`src/rtl/spi_fsm_defs.sv`:
```
// Shared definitions for the SPI memory transaction controller: state
// encodings, protocol constants and small state-classification helpers.
package spi_fsm_defs;

    // Protocol constants: 7 address bits + 1 R/W bit, then one data byte.
    localparam int   CMD_BITS  = 8;
    localparam int   DATA_BITS = 8;
    localparam logic RW_READ   = 1'b1;

    // 4-bit state encodings (kept as plain constants for legacy tools).
    localparam logic [3:0] ST_IDLE         = 4'd0;
    localparam logic [3:0] ST_GET_CMD      = 4'd1;
    localparam logic [3:0] ST_GOT_CMD      = 4'd2;
    localparam logic [3:0] ST_READ_WAIT    = 4'd3;
    localparam logic [3:0] ST_READ_LOAD    = 4'd4;
    localparam logic [3:0] ST_READ_SEND    = 4'd5;
    localparam logic [3:0] ST_WRITE_RECV   = 4'd6;
    localparam logic [3:0] ST_WRITE_COMMIT = 4'd7;
    localparam logic [3:0] ST_DONE         = 4'd8;

    // States in which an SCLK edge advances the edge counter.
    function automatic logic counting_state(input logic [3:0] st);
        logic r_is;
        case (st)
            ST_GET_CMD, ST_WRITE_RECV, ST_READ_SEND: r_is = 1'b1;
            default:                                 r_is = 1'b0;
        endcase
        return r_is;
    endfunction

    // States between the start of the command frame and the data commit;
    // a chip-select release here is a genuine abort.
    function automatic logic in_transaction(input logic [3:0] st);
        logic r_is;
        case (st)
            ST_GET_CMD, ST_GOT_CMD, ST_READ_WAIT, ST_READ_LOAD,
            ST_READ_SEND, ST_WRITE_RECV, ST_WRITE_COMMIT: r_is = 1'b1;
            default:                                       r_is = 1'b0;
        endcase
        return r_is;
    endfunction

endpackage

```
`src/rtl/edge_counter.sv`:
```
// Frame edge counter. Counts enable pulses, clears synchronously, and flags
// the pulse that brings the count up to the terminal value.
module edge_counter #(
    parameter int width = 4
) (
    input  logic             clk,
    input  logic             reset,
    input  logic             i_clear,
    input  logic             i_en,
    input  logic [width-1:0] i_term,
    output logic [width-1:0] o_count,
    output logic             o_hit
);

    logic [width-1:0] r_count;

    assign o_count = r_count;
    // Combinational so the FSM can leave the counting state on the very
    // edge that completes the frame.
    assign o_hit   = i_en && ((r_count + width'(1)) == i_term);

    // Count register: clear has priority over counting
    always_ff @(posedge clk or posedge reset) begin
        if (reset) begin
            r_count <= '0;
        end else if (i_clear) begin
            r_count <= '0;
        end else if (i_en) begin
            r_count <= r_count + width'(1);
        end else begin
            r_count <= r_count;
        end
    end

endmodule

```
`src/rtl/spi_fsm.sv`:
```
// SPI memory transaction controller. Sequences one command frame and one
// data frame per chip-select assertion and issues the datapath enables as
// registered Moore outputs.
// Optional feature: define SPI_FSM_ABORT_FLAG_EN to add the 'abort' pulse
// output (one cycle after chip select is released mid-transaction).
module spi_fsm
    import spi_fsm_defs::*;
#(
    parameter int cmdbits    = CMD_BITS,
    parameter int databits   = DATA_BITS,
    parameter int countwidth = 4
) (
    input  logic clk,
    input  logic reset,
    input  logic cs_n,
    input  logic sclk_pos,
    input  logic sclk_neg,
    input  logic rw_bit,
    output logic addr_we,
    output logic sr_we,
    output logic dm_we,
    output logic miso_bufe
`ifdef SPI_FSM_ABORT_FLAG_EN
    ,
    output logic abort
`endif
);

    localparam logic [countwidth-1:0] CMD_TERM  = countwidth'(cmdbits);
    localparam logic [countwidth-1:0] DATA_TERM = countwidth'(databits);

    logic [3:0]            r_state;
    logic [3:0]            w_next_state;
    logic                  w_cnt_en;
    logic                  w_clear;
    logic                  w_hit;
    logic                  w_count_bad;
    logic [countwidth-1:0] w_term;
    logic [countwidth-1:0] w_count;
    logic                  r_addr_we;
    logic                  r_sr_we;
    logic                  r_dm_we;
    logic                  r_miso_bufe;

    // Pick the SCLK edge polarity counted in this state and its frame length
    always_comb begin
        w_cnt_en = 1'b0;
        w_term   = CMD_TERM;
        case (r_state)
            ST_GET_CMD: begin
                w_cnt_en = sclk_pos;
                w_term   = CMD_TERM;
            end
            ST_WRITE_RECV: begin
                w_cnt_en = sclk_pos;
                w_term   = DATA_TERM;
            end
            ST_READ_SEND: begin
                w_cnt_en = sclk_neg;
                w_term   = DATA_TERM;
            end
            default: begin
                w_cnt_en = 1'b0;
                w_term   = CMD_TERM;
            end
        endcase
    end

    // A count at or beyond the frame length can only come from an upset;
    // treat it as an abort to the safe IDLE state.
    assign w_count_bad = counting_state(r_state) && (w_count >= w_term);

    // Next-state logic; chip-select release overrides every other transition
    always_comb begin
        w_next_state = r_state;
        if ((r_state != ST_IDLE) && cs_n) begin
            w_next_state = ST_IDLE;
        end else if (w_count_bad) begin
            w_next_state = ST_IDLE;
        end else begin
            case (r_state)
                ST_IDLE: begin
                    if (!cs_n) begin
                        w_next_state = ST_GET_CMD;
                    end else begin
                        w_next_state = ST_IDLE;
                    end
                end
                ST_GET_CMD: begin
                    if (w_hit) begin
                        w_next_state = ST_GOT_CMD;
                    end else begin
                        w_next_state = ST_GET_CMD;
                    end
                end
                ST_GOT_CMD: begin
                    if (rw_bit == RW_READ) begin
                        w_next_state = ST_READ_WAIT;
                    end else begin
                        w_next_state = ST_WRITE_RECV;
                    end
                end
                ST_READ_WAIT:    w_next_state = ST_READ_LOAD;
                ST_READ_LOAD:    w_next_state = ST_READ_SEND;
                ST_READ_SEND: begin
                    if (w_hit) begin
                        w_next_state = ST_DONE;
                    end else begin
                        w_next_state = ST_READ_SEND;
                    end
                end
                ST_WRITE_RECV: begin
                    if (w_hit) begin
                        w_next_state = ST_WRITE_COMMIT;
                    end else begin
                        w_next_state = ST_WRITE_RECV;
                    end
                end
                ST_WRITE_COMMIT: w_next_state = ST_DONE;
                ST_DONE:         w_next_state = ST_DONE;
                default:         w_next_state = ST_IDLE;
            endcase
        end
    end

    // Every state change starts the next frame (or an abort) from zero.
    assign w_clear = (w_next_state != r_state);

    edge_counter #(
        .width (countwidth)
    ) u_edge_counter (
        .clk     (clk),
        .reset   (reset),
        .i_clear (w_clear),
        .i_en    (w_cnt_en),
        .i_term  (w_term),
        .o_count (w_count),
        .o_hit   (w_hit)
    );

    // State register
    always_ff @(posedge clk or posedge reset) begin
        if (reset) begin
            r_state <= ST_IDLE;
        end else begin
            r_state <= w_next_state;
        end
    end

    // Enables decoded from the state being entered, so they coincide with r_state
    always_ff @(posedge clk or posedge reset) begin
        if (reset) begin
            r_addr_we   <= 1'b0;
            r_sr_we     <= 1'b0;
            r_dm_we     <= 1'b0;
            r_miso_bufe <= 1'b0;
        end else begin
            r_addr_we   <= (w_next_state == ST_GOT_CMD);
            r_sr_we     <= (w_next_state == ST_READ_LOAD);
            r_dm_we     <= (w_next_state == ST_WRITE_COMMIT);
            r_miso_bufe <= (w_next_state == ST_READ_SEND);
        end
    end

    assign addr_we   = r_addr_we;
    assign sr_we     = r_sr_we;
    assign dm_we     = r_dm_we;
    assign miso_bufe = r_miso_bufe;

`ifdef SPI_FSM_ABORT_FLAG_EN
    logic r_abort;

    // One-cycle pulse after chip select is seen released mid-transaction
    always_ff @(posedge clk or posedge reset) begin
        if (reset) begin
            r_abort <= 1'b0;
        end else begin
            r_abort <= cs_n && in_transaction(r_state);
        end
    end

    assign abort = r_abort;
`endif

endmodule

```
`config.mk`:
```
export PLATFORM = sky130hd
export DESIGN_NAME = spi_fsm
export DESIGN_NICKNAME = d
export VERILOG_FILES = /design/src/rtl/spi_fsm_defs.sv /design/src/rtl/edge_counter.sv /design/src/rtl/spi_fsm.sv
export SDC_FILE = /design/constraint.sdc
export NUM_CORES = 1
export LEC_CHECK = 0
export BUFFER_PORTS_ARGS = -buffer_cell sky130_fd_sc_hd__buf_2
export CORE_ASPECT_RATIO = 0.6
export CORE_MARGIN = 5
export CORE_UTILIZATION = 27
export DETAILED_ROUTE_END_ITERATION = 6
export GPL_TIMING_DRIVEN = 1
export PLACE_DENSITY = 0.52
export SYNTH_ARGS = -nofsm -noshare
export SYNTH_HDL_FRONTEND = slang
export SYNTH_SLANG_ARGS = --single-unit
```
`constraint.sdc`:
```
create_clock -name clk -period 2.8 [get_ports clk]
set_input_delay 0.42 -clock clk [delete_from_list [all_inputs] [get_ports clk]]
set_output_delay 0.42 -clock clk [all_outputs]
set_load 0.02 [all_outputs]
```
# Word level (Yosys, flattened, before mapping)
# Cells that the tools add are included.
# classes
addsub,1
n_lt_le_gt_ge,1
n_eq_ne,14
muxes,12
reduce_logical,9
# op_table
cell,count
$pmux 4 s8,1
$eq 4x3->1 const B,7
$mux 4,5
$eq 4x2->1 const B,3
$eq 4x4->1 const B,2
$add 4x1->4 const B,1
$eq 4x1->1 const B,1
$ge 4x4->1 const B,1
$logic_not 4->1,1
$ne 4x4->1,1
$reduce_bool 4->1,1
$reduce_or 2->1,2
$logic_and 1x1->1,3
$mux 1,3
$mux 3,1
$reduce_or 3->1,1
$mux 2,1
$pmux 1 s2,1
$reduce_bool 2->1,1
# word_totals
ff_bits,12
input_bits,6
output_inout_bits,4
elab_cells,43

# Longest topological paths before layout
# depth
word_depth,10
mapped_depth,7
ltp_nobuf,7

# By module
# A second synthesis with hierarchy kept.
# hier_totals
cells_unflattened,95
area_unflattened_um2,835.8
# modules_own_cells
mod,instances,cells_each,area_per_inst_um2,seq_area_each_um2
spi_fsm,1,70,585.6,200.2
edge_counter,1,25,250.2,100.1

# Worst setup path before layout
# OpenSTA, ideal clock, no wires.
# synth_path
path_kind,reg2reg
from,"reg u_edge_counter.r_count[0], in the netlist u_edge_counter.o_count[0]"
to,"reg r_sr_we, in the netlist sr_we"
setup_ns,0.130
arrival_ns,1.704
required_ns,2.670
slack_ns,0.966
path_stages_with_launch,8
path_buffers,0
synth_period_minus_slack_ns,1.834
cell_sequence,dfrtp_1 > ha_1 > a21boi_1 > a21oi_1 > o21ai_4 > a211oi_2 > a221o_1 > a211oi_2
# synth_via
elab_chain_len,8
word_cells_on_any_way,12
classes_between,1 x add/sub; 1 x order compare; 2 x eq/ne; 6 x mux; 2 x reduce/logical
# synth_rtl
item,line_no,source
"start, declared",edge_counter.sv:15,logic [width-1:0] r_count;
"start signal, assigned",edge_counter.sv:29,r_count <= r_count + width'(1);
"start signal, assigned",edge_counter.sv:31,r_count <= r_count;
$add 4x1->4,edge_counter.sv:20,assign o_hit = i_en && ((r_count + width'(1)) == i_term);
$eq 4x4->1,edge_counter.sv:20,
$logic_and 1x1->1,edge_counter.sv:20,
"$mux 1, or another cell as far along",spi_fsm.sv:113,if (w_hit) begin
$pmux 4 s8,spi_fsm.sv:81,case (r_state)
$mux 4 (*),spi_fsm.sv:78,end else if (w_count_bad) begin
$mux 4 (*),spi_fsm.sv:76,if ((r_state != ST_IDLE) && cs_n) begin
$eq 4x3->1 (*),spi_fsm.sv:159,r_sr_we <= (w_next_state == ST_READ_LOAD);
"end signal, assigned",spi_fsm.sv:159,
"end, declared",spi_fsm.sv:41,logic r_sr_we;
# Mark *: on every way between the ends. The rest lies on a longest branch, timed or not.
# A chain may end at the register's enable or synchronous reset.

# Worst setup path in the final report
# layout_path
from,"reg u_edge_counter.r_count[0], in the netlist u_edge_counter.o_count[0]"
to,"reg u_edge_counter.r_count[2], in the netlist u_edge_counter.o_count[2]"
# layout_via
elab_chain_len,9
word_cells_on_any_way,15
classes_between,1 x add/sub; 1 x order compare; 2 x eq/ne; 8 x mux; 3 x reduce/logical
# layout_rtl
item,line_no,source
$add 4x1->4,"edge_counter.sv:20, edge_counter.sv:29",
$eq 4x4->1,edge_counter.sv:20,
$logic_and 1x1->1,edge_counter.sv:20,
"$mux 1, or another cell as far along",spi_fsm.sv:113,
$pmux 4 s8,spi_fsm.sv:81,
$mux 4,spi_fsm.sv:78,
$mux 4,spi_fsm.sv:76,
$ne 4x4->1,spi_fsm.sv:127,assign w_clear = (w_next_state != r_state);
$mux 4 / $reduce_bool 2->1 (equally long branches),n/a,
# Several ways; a longest one is shown, not always the timed one. The select of a mux whose other input is x is not followed.

==> flow_metrics.tcl <==
set metrics [dict create \
    r2r-start "u_edge_counter.o_count[0]" \
    tightest_slew_ns 0.691 \
    seq_area_frac_synth_pct 36.0 \
    fin_skew_ns 0.00480 \
    die_y_um 53.0 \
    grt.overflow.total 0 \
    r2r-end "u_edge_counter.o_count[2]" \
    die_area_um2 4330 \
    cts_made_buffers 3 \
    syn_to_final_growth_pct 14.7 \
    gr-usage-all-layers_pct 10.7 \
    n_antenna_cell 0 \
    synthArstFlopShare_pct 100 \
    fmax_ghz 0.479 \
    synth-seq-cells 12 \
    rows 15 \
    relSlewSlack_pct 52.7 \
    synth_cell_types 41 \
    status "completed" \
    grt_start_max_net_pins 16 \
    power.leakage_uw 0.000414 \
    cts_resized 0 \
    worst-path-stages 7 \
    insertion_delay_ns 0.24 \
    crit_start "u_edge_counter.o_count[0]" \
    pre_cts_slack_ns 0.762 \
    cp.arrival_ns 2.25 \
    first_global_vias 650 \
    rsz0062_at_grt "false" \
    period_minus_slack_ns 2.09 \
    clkTransAtPathRegs_ns 0.06 \
    synth_ff_type "dfrtp_1" \
    setup_viol 0 \
    die_w_um 81.7 \
    cp_top_family "compound AO/OA/AOI/OAI gates" \
    slowest_delay_ns 0.44 \
    syn_inst 93 \
    worst_setup_path_start_kind "register" \
    io_pins 10 \
    layout_commonest_cell "nor2_1" \
    placed_cells 139 \
    crit_chain "ha_1 -> a21boi_1 -> a21oi_1 -> o21ai_4 -> a211oi_2 -> o221ai_1 -> nor2_1" \
    stdcell_area_um2 956 \
    worstPathRequired_ns 2.96 \
    finalSetupTns_ns 0 \
    cp-endpoint "u_edge_counter.o_count[2]" \
    first_pass_iters 4 \
    clock_path_buffers 2 \
    clock_sinks 12 \
    dp_hpwl_um 1530 \
    hold_viol 0 \
    post_route_cells_drive_above_1_share_pct 19.8 \
    ctsHtreeMaxLevel 1 \
    min_path_type "input port to async pin" \
    drt-initial-drc-count 93 \
    initial_core_util_pct 28.6 \
    wl_per_cell_um 14.1 \
    nets 111 \
    final_core_util_pct 32.9 \
    synth_nets 102 \
    layout_setup_ws_ns 0.714 \
    period_share_pct 74.5 \
    crit_type "register to register" \
    layout.cells.non_filler 143 \
    grt_pass1_wl_um 3400 \
    root_buffer "clkbuf_8" \
    final_cell_mix "nor2_1 (14), dfrtp_1 (12), buf_2 (9), inv_1 (7), nand2_1 (6)" \
    avgViaCountPerCell 4.94 \
    vias 706 \
    synth_edf_count 0 \
    drv_cap 0 \
    antenna_found_initial 0 \
    avgSynthCellArea_um2 8.96 \
    cp_slowest_cell "dfrtp_1" \
    max-vdd-ir-drop_mv 0.166 \
    wl_um 2020 \
    endpoint_kind "register" \
    reg2reg_depth 7 \
    cts_tree "built" \
    ys_warn_count 0 \
    post_dp_cell_area_um2 901 \
    port_buffers 9 \
    drc 0 \
    gp_congestion 0.821 \
    core_area_um2 2910 \
    post_cts_buffers 0 \
    r2r_slack_ns 0.71 \
    powerDensity_nw_per_um2 643 \
    timing.critical_path.buf_inv 0 \
    crit_fanout 6 \
    cts_hold_buffers 0 \
    ant_nets 0 \
    synth_area_um2 833 \
    drv_slew 0 \
]
-- worst min-delay path by stage --
stage | from | endpoint | slack (ns)
after floorplan | reset | addr_we | 0.28
after global placement | reset | u_edge_counter.o_count[2] | 0.46
after detailed placement | reset | u_edge_counter.o_count[2] | 0.46
after CTS | reset | u_edge_counter.o_count[0] | 0.20
after global routing | reset | u_edge_counter.o_count[0] | 0.25
final | reset | u_edge_counter.o_count[0] | 0.19
-- registers in the layout (all words and copies together) (netlist names) --
name	flops
addr_we	1
dm_we	1
miso_bufe	1
r_state	4
sr_we	1
u_edge_counter.o_count	4
-- metrics by stage --
stage / hold slack [ns] / power, uW
after floorplan: 0.285 / 381
after global routing: 0.249 / 656
final: 0.185 / 615
after detailed placement: 0.464 / 422
after CTS: 0.204 / 616
after global placement: 0.463 / 418
-- report_power, final --
group,switching (uW),internal (uW)
sequential,49.8,195
clock,68.3,124
combinational,107,70.4
-- layer usage --
| layer | track usage [%] | part of all wire, % |
|---|---|---|
| met1 | 17.1 | 54 |
| met2 | 13.3 | 37 |
| met3 | 4.08 | 9.4 |
| met4 | 1.10 | 0 |
| met5 | 0 | 0 |
-- kinds of logic after synthesis --
group | count (synthesis) | share of synthesized area, %
AO/OA/AOI/OAI | 24 | 23.9
XOR/XNOR | 3 | 3.15
adder cells (fa/ha/maj) | 4 | 5.71
buffers and inverters | 12 | 6.76
flip-flops | 12 | 36.0
multiplexers | 2 | 2.55
AND/OR/NAND/NOR | 36 | 21.9
-- Yosys cell counts (all sizes together), types with 2 or more instances --
cell	instances	area, um^2
buf	4	26.3
and3	3	18.8
xor2	2	17.5
dfrtp	12	300
o21a	3	22.5
nor2	14	52.6
ha	3	37.5
nand2	6	22.5
a21oi	5	25.0
a211oi	3	32.5
inv	7	26.3
nor3	4	20.0
o21ai	2	21.3
or2	2	12.5
-- final cells by class --
| cell class | count | area, um^2 |
|---|---|---|
| repair buffers | 9 | 45.0 |
| clock buffers | 4 | 55.1 |
| multi-input cells | 69 | 477 |
| flip-flops and latches | 12 | 300 |
| well taps | 42 | 52.6 |
| fillers | 310 | 1950 |
| inverters | 7 | 26.3 |
No activity file was read; power rests on OpenSTA's default activity.
